==> src/rtl/ysyx_24110015_ifu.sv <==
// Instruction fetch: one outstanding read, 1 REQ + N WAIT cycles to inst_valid, timeout after TIMEOUT-1 WAIT cycles.
// Backpressure: inst/pc_o/fetch_err hold in HOLD until inst_ready; no new fetch until a pc_update is accepted.
module ysyx_24110015_ifu #(
    parameter logic [31:0] RESET_PC = 32'h8000_0000,
    parameter int          TIMEOUT  = 16
) (
    input  logic        clk,
    input  logic        rst,
    input  logic [31:0] pc_next,
    input  logic        pc_update,
    output logic        imem_req,
    output logic [31:0] imem_addr,
    input  logic        imem_rvalid,
    input  logic [31:0] imem_rdata,
    input  logic        imem_rerr,
    output logic        inst_valid,
    input  logic        inst_ready,
    output logic [31:0] inst,
    output logic [31:0] pc_o,
    output logic        fetch_err
);

    localparam int CW = $clog2(TIMEOUT) + 1;

    typedef enum logic [2:0] {
        S_IDLE,
        S_REQ,
        S_WAIT,
        S_HOLD,
        S_WAIT_PC
    } state_t;

    state_t          state, state_nxt;
    logic [31:0]     pc;
    logic [CW-1:0]   cnt;
    logic            pc_acc;
    logic            misalign;
    logic            timeout;

    // A redirect is taken while parked in WAIT_PC, or together with the HOLD handshake.
    assign pc_acc   = pc_update & ((state == S_WAIT_PC) | ((state == S_HOLD) & inst_ready));
    assign misalign = pc_next[1:0] != 2'b00;
    // The counter reaches TIMEOUT-1 at the end of this WAIT cycle.
    assign timeout  = (state == S_WAIT) & (cnt == CW'(TIMEOUT - 2));

    always_comb begin
        state_nxt = state;
        case (state)
            S_IDLE:    state_nxt = S_REQ;
            S_REQ:     state_nxt = S_WAIT;
            S_WAIT:    if (imem_rvalid || timeout) state_nxt = S_HOLD;
            S_HOLD: begin
                if (inst_ready) begin
                    if (pc_acc) state_nxt = misalign ? S_HOLD : S_REQ;
                    else        state_nxt = S_WAIT_PC;
                end
            end
            S_WAIT_PC: if (pc_update) state_nxt = misalign ? S_HOLD : S_REQ;
            default:   state_nxt = S_IDLE;
        endcase
    end

    always_ff @(posedge clk or negedge rst) begin
        if (!rst) begin
            state <= S_IDLE;
            pc    <= RESET_PC;
            cnt   <= '0;
        end else begin
            state <= state_nxt;
            if (pc_acc)               pc  <= pc_next;
            if (state == S_REQ)       cnt <= '0;
            else if (state == S_WAIT) cnt <= cnt + 1'b1;
        end
    end

    always_ff @(posedge clk or negedge rst) begin
        if (!rst) begin
            inst      <= '0;
            fetch_err <= 1'b0;
        end else if ((state == S_WAIT) && imem_rvalid) begin
            inst      <= imem_rerr ? 32'h0 : imem_rdata;
            fetch_err <= imem_rerr;
        end else if (timeout || (pc_acc && misalign)) begin
            inst      <= '0;
            fetch_err <= 1'b1;
        end
    end

    assign imem_req   = (state == S_REQ);
    assign imem_addr  = pc;
    assign inst_valid = (state == S_HOLD);
    assign pc_o       = pc;

endmodule
==> config.mk <==
export PLATFORM = sky130hd
export DESIGN_NAME = ysyx_24110015_ifu
export DESIGN_NICKNAME = d
export VERILOG_FILES = /design/src/rtl/ysyx_24110015_ifu.sv
export SDC_FILE = /design/constraint.sdc
export NUM_CORES = 1
export LEC_CHECK = 0
export BUFFER_PORTS_ARGS = -buffer_cell sky130_fd_sc_hd__buf_2
export CAP_MARGIN = 5
export CORE_MARGIN = 2
export CORE_UTILIZATION = 46
export CTS_BUF_LIST = sky130_fd_sc_hd__clkbuf_8
export CTS_CLUSTER_DIAMETER = 150
export DETAILED_ROUTE_END_ITERATION = 12
export PLACE_DENSITY = 0.82
export SLEW_MARGIN = 30
export SYNTH_ARGS = -nofsm -noshare
export SYNTH_HDL_FRONTEND = slang
export SYNTH_SLANG_ARGS = --single-unit
==> constraint.sdc <==
create_clock -name clk -period 2.2 [get_ports clk]
set_clock_uncertainty 0.2 [all_clocks]
set_input_delay 0.44 -clock clk [delete_from_list [all_inputs] [get_ports clk]]
set_output_delay 0.44 -clock clk [all_outputs]
set_load 0.005 [all_outputs]
# Word-level counts from Yosys, hierarchy flattened
# Index checks and enable logic that the tools add are counted.
# totals
ff_bits	73
inputBits	70
# classes
add_sub_neg	1
n_eq_ne	8
n_mux	13
n_bitwise	4
reduce_logical	9
# ops
cell	count
32-bit 2-to-1 mux	3
3-bit one-hot mux with 5 select lines	1
3-bit 2-to-1 mux	4
5-bit 2-to-1 mux	2
3-bit by 2-bit == test with 1-bit output (second input constant)	2
2-bit nonzero test	3
5-bit by 1-bit adder with 5-bit output (second input constant)	1
5-bit by 4-bit == test with 1-bit output (second input constant)	1
2-bit != test (second input constant)	2
1-bit AND	3
3-bit by 1-bit == test with 1-bit output (second input constant)	1
3-bit == test (second input constant)	1
3-bit logical NOT	1
3-bit AND reduction	1
1-bit logical AND	2
1-bit logical OR	2
1-bit 2-to-1 mux	2
2-bit 2-to-1 mux	1
2-bit by 1-bit != test with 1-bit output (second input constant)	1
1-bit bitwise OR	1

# Longest topological paths before layout
# depth
ltp_word	8
ltp_mapped	7
ltp_nobuf	5

# Least setup slack after synthesis
# Ideal clock, no wire load.
# synth_timing
path_type	reg2reg
from	register state[2]
to	register pc[10] (netlist: imem_addr[10])
setup_ps	125
t_arrival_ps	1607
required_ps	1875
path_slack_ps	269
stages_incl_launch_ff	8
path_buffers	3
cell_sequence	dfrtp_1 > buf_2 > and3b_1 > a22oi_2 > nand2b_1 > buf_4 > buf_6 > mux2_2
# synth_via
elab_chain_cells	4
word_cells_on_any_way	5
# synth_lines
item	line_no	source
from (decl)	33	state_t state, state_nxt;
from (signal assigned)	69	state <= state_nxt;
3-bit by 2-bit == test with 1-bit output	--	
named net inst_valid	16	output logic inst_valid,
1-bit AND	41	assign pc_acc = pc_update & ((state == S_WAIT_PC) | ((state == S_HOLD) & inst_ready));
1-bit bitwise OR	41	
1-bit AND	41	
to (signal assigned)	70	if (pc_acc) pc <= pc_next;
to (decl)	34	logic [31:0] pc;
# The timed path passes the listed nets, and every way through them passes these cells.
# A chain may end at the register's enable or synchronous reset.

# Final worst setup path
# layout_timing
from	register state[2]
to	output imem_req
# layout_via
elab_chain_cells	1
# layout_lines
item	line_no	source
3-bit by 1-bit == test with 1-bit output	89	assign imem_req = (state == S_REQ);
to (decl)	11	output logic imem_req,
# No other way between the ends.

==> metrics.md <==
| Metric | Value |
|---|---|
| Status | `complete, no violations` |
| Syn nets | `299` |
| Max Clk Rate | `0.487 GHz` |
| Cell variety after synth | `30` |
| CP peak stage delay | `0.43 ns` |
| CORE AREA | `6680 um2` |
| Overall routed net length | `6330 um` |
| Hold path endpoint | `inst[6]` |
| Largest net degree at the start of global routing | `56` |
| Post-route ant nets | `0` |
| Post-CTS setup buffer count | `0` |
| First-pass detailed-route iteration total | `6` |
| Area Growth Syn to Fin | `27.7%` |
| Ports | `169` |
| Starting density of the core | `0.469` |
| Row Count | `30` |
| Clk Latency, worst-skew pair | `0.33 ns` |
| Met1 Track Usage GR | `0.208` |
| Fill cell count | `530` |
| Crit path max-delay cell type | `dfrtp_1` |
| H-tree lvl count | `3` |
| Synth Register Bits | `73` |
| Root buffer cell | `clkbuf_8` |
| Slew @ Worst Pin | `0.416 ns` |
| DRT iter0 DRCs | `50` |
| Share of layout cells above drive strength 1 | `0.597` |
| Worst reg2reg endpoint | `inst[24]` |
| Sequential area share after synthesis | `0.583` |
| Clk buf depth | `2` |
| Die Wd | `86.6 um` |
| Hold Path Depth | `2` |
| Worst setup margin | `0.148 ns` |
| Vias | `2,236` |
| Total Negative Setup Slacks | `0 ns` |
| Die Y | `86.6 um` |
| Antenna Cells | `0` |
| Minimum clock period after layout | `2.05 ns` |
| Vias per inst | `4.95` |
| Wire length per cell | `14.0 um` |
| Max capacitance violation total | `0` |
| Crit-path cells | `buf_4, nor3b_1, buf_2` |
| Mapped cell area | `3140 um2` |
| Power Density | `1310 nW/um2` |
| DRC | `0` |
| CTS tree | `yes` |
| Fin. max-slew vios | `0` |
| Max Fanout on Critical Path | `5` |
| Port Buffers | `168` |
| Most common cell after layout, fill and taps aside | `buf_2` |
| Cell depth of the worst flop-to-flop path | `3` |
| Total track usage | `0.164` |
| Hold Path Class | `in -> reg` |
| CP Class | `reg -> out` |
| Ys Warns | `0` |
| Worst flop-to-flop path startpoint | `state[0]` |
| Post_cts resized | `0` |
| First-pass GRT wire length | `9540 um` |
| Pre-CTS setup slack | `0.190 ns` |
| GR met3 Demand/Resource | `0.0400` |
| Post-Syn Instances | `227` |
| CTS Hold Bufs | `1` |
| DP HPWL | `4760 um` |
| Met2 GRT Util | `0.267` |
| CTS Buf Count | `9` |
| CP Capture Type | `primary output` |
| Final hold vios | `0` |
| Util after Layout | `0.599` |
| Clk sink count | `73` |
| Die Area | `7490 um2` |
| Initial antenna violation count | `0` |
| Worst hold slack | `0.115 ns` |
| Max_slew headroom | `0.720` |
| Final #Nets | `439` |
| Crit start category | `flop` |
| Period utilization | `0.933` |
| P_leak | `2.16 nW` |
| Vias in the first global route | `2,066` |
| Mean post-synth cell area | `13.8 um2` |
| R2R Setup Slk | `0.18 ns` |
| Multi-input gate area | `911 um2` |
| Critical path arrival | `1.41 ns` |
| Hold Crit Start | `imem_rdata[6]` |
| Storage element area | `1830 um2` |
| RSZ-0062 raised after global routing | `no` |
| GP Congestion | `0.799` |
| Worst path required time | `1.56 ns` |
| GR peak layer | `met2` |
| # setup viols final | `0` |
| Clock transition at path regs | `0.08 ns` |
| Grt total ovfl | `0` |
| Peak supply drop | `0.000463 V` |
| Most frequent cells in the layout | `buf_2, dfrtp_1, a22o_1` |
[synthesized netlist by cell type]
library cell	count	share of area
inv_1	7	0.0084
mux2_1	2	0.0072
mux2i_1	1	0.0032
dfrtp_1	72	0.57
or3b_1	1	0.0028
nand2b_1	2	0.0040
o22a_4	1	0.0056
nor3b_1	2	0.0048
a41oi_1	1	0.0028
a221oi_1	1	0.0028
a21o_1	1	0.0024
buf_2	2	0.0032
nand2_1	5	0.0060
a222oi_1	1	0.0032
mux2_2	30	0.11
o21ai_0	7	0.011
nor2_1	4	0.0048
and3b_1	1	0.0028
a22oi_2	1	0.0040
buf_6	10	0.036
dfstp_2	1	0.0084
o21a_1	1	0.0024
nor3b_4	1	0.0060
a22o_1	32	0.089
xnor2_1	1	0.0028
nand4_1	1	0.0020
nand3_1	2	0.0032
ha_1	2	0.0080
a21oi_1	1	0.0016
buf_4	33	0.079
[worst max-delay path by stage]
stage / from / end / slack [ns] / cells after the start
floorplan: state[2] / imem_addr[10] / 0.27 / 7
global placement: state[0] / inst[17] / 0.22 / 3
detailed placement: state[0] / inst[1] / 0.19 / 3
CTS: state[2] / imem_req / 0.10 / 3
global route: state[2] / imem_req / 0.06 / 3
finish: state[2] / imem_req / 0.15 / 3
[metrics by stage]
| stage | power, mW | area [um2] | instances |
|---|---|---|---|
| 5_1_grt | 5.65 | 4000 | 452 |
| 3_3_place_gp | 4.10 | 3770 | 435 |
| 6_report | 5.26 | 4000 | 452 |
| 4_1_cts | 5.34 | 4000 | 452 |
| 3_5_place_dp | 4.19 | 3770 | 435 |
| 2_1_floorplan | 3.64 | 3140 | 227 |
[layout make-up]
class,instances,area share
sequential,73,0.457
multi-input combinational,102,0.228
clock buffer,10,0.0344
clock inverter,6,0.0209
tap,80,0.0250
timing repair buffer,174,0.229
inverter,7,0.00656
[sequential cells by signal, indices dropped and copies added, names as in the netlist]
register   flops
imem_addr     32
inst          32
cnt            5
state          3
fetch_err      1
[routing by layer]
metal,vias up,part of all wire
li1,1057,-
met1,1055,0.41
met2,112,0.50
met3,12,0.078
met4,0,0.015
met5,-,0
[report_power, final]
group / switching, mW / internal [mW] / leakage (nW)
Combinational: 0.814 / 1.09 / 1.13
Sequential: 0.349 / 1.87 / 0.919
Clock: 0.469 / 0.663 / 0.110
[cells by family after synthesis]
| group | share of synthesized area |
|---|---|
| flip-flops | 0.583 |
| AO/OA/AOI/OAI | 0.125 |
| XOR/XNOR | 0.00279 |
| buffers and inverters | 0.126 |
| AND/OR/NAND/NOR | 0.0363 |
| adder cells (fa/ha/maj) | 0.00798 |
| multiplexers | 0.118 |
[worst max-delay path: cells and delay by family, from the launching register on]
kind                   cells  cell delay, ns
DFF                        1            0.43
buffers and inverters      2            0.35
and+or+nand+nor            1            0.31
Power figures use the tool's default switching activity.
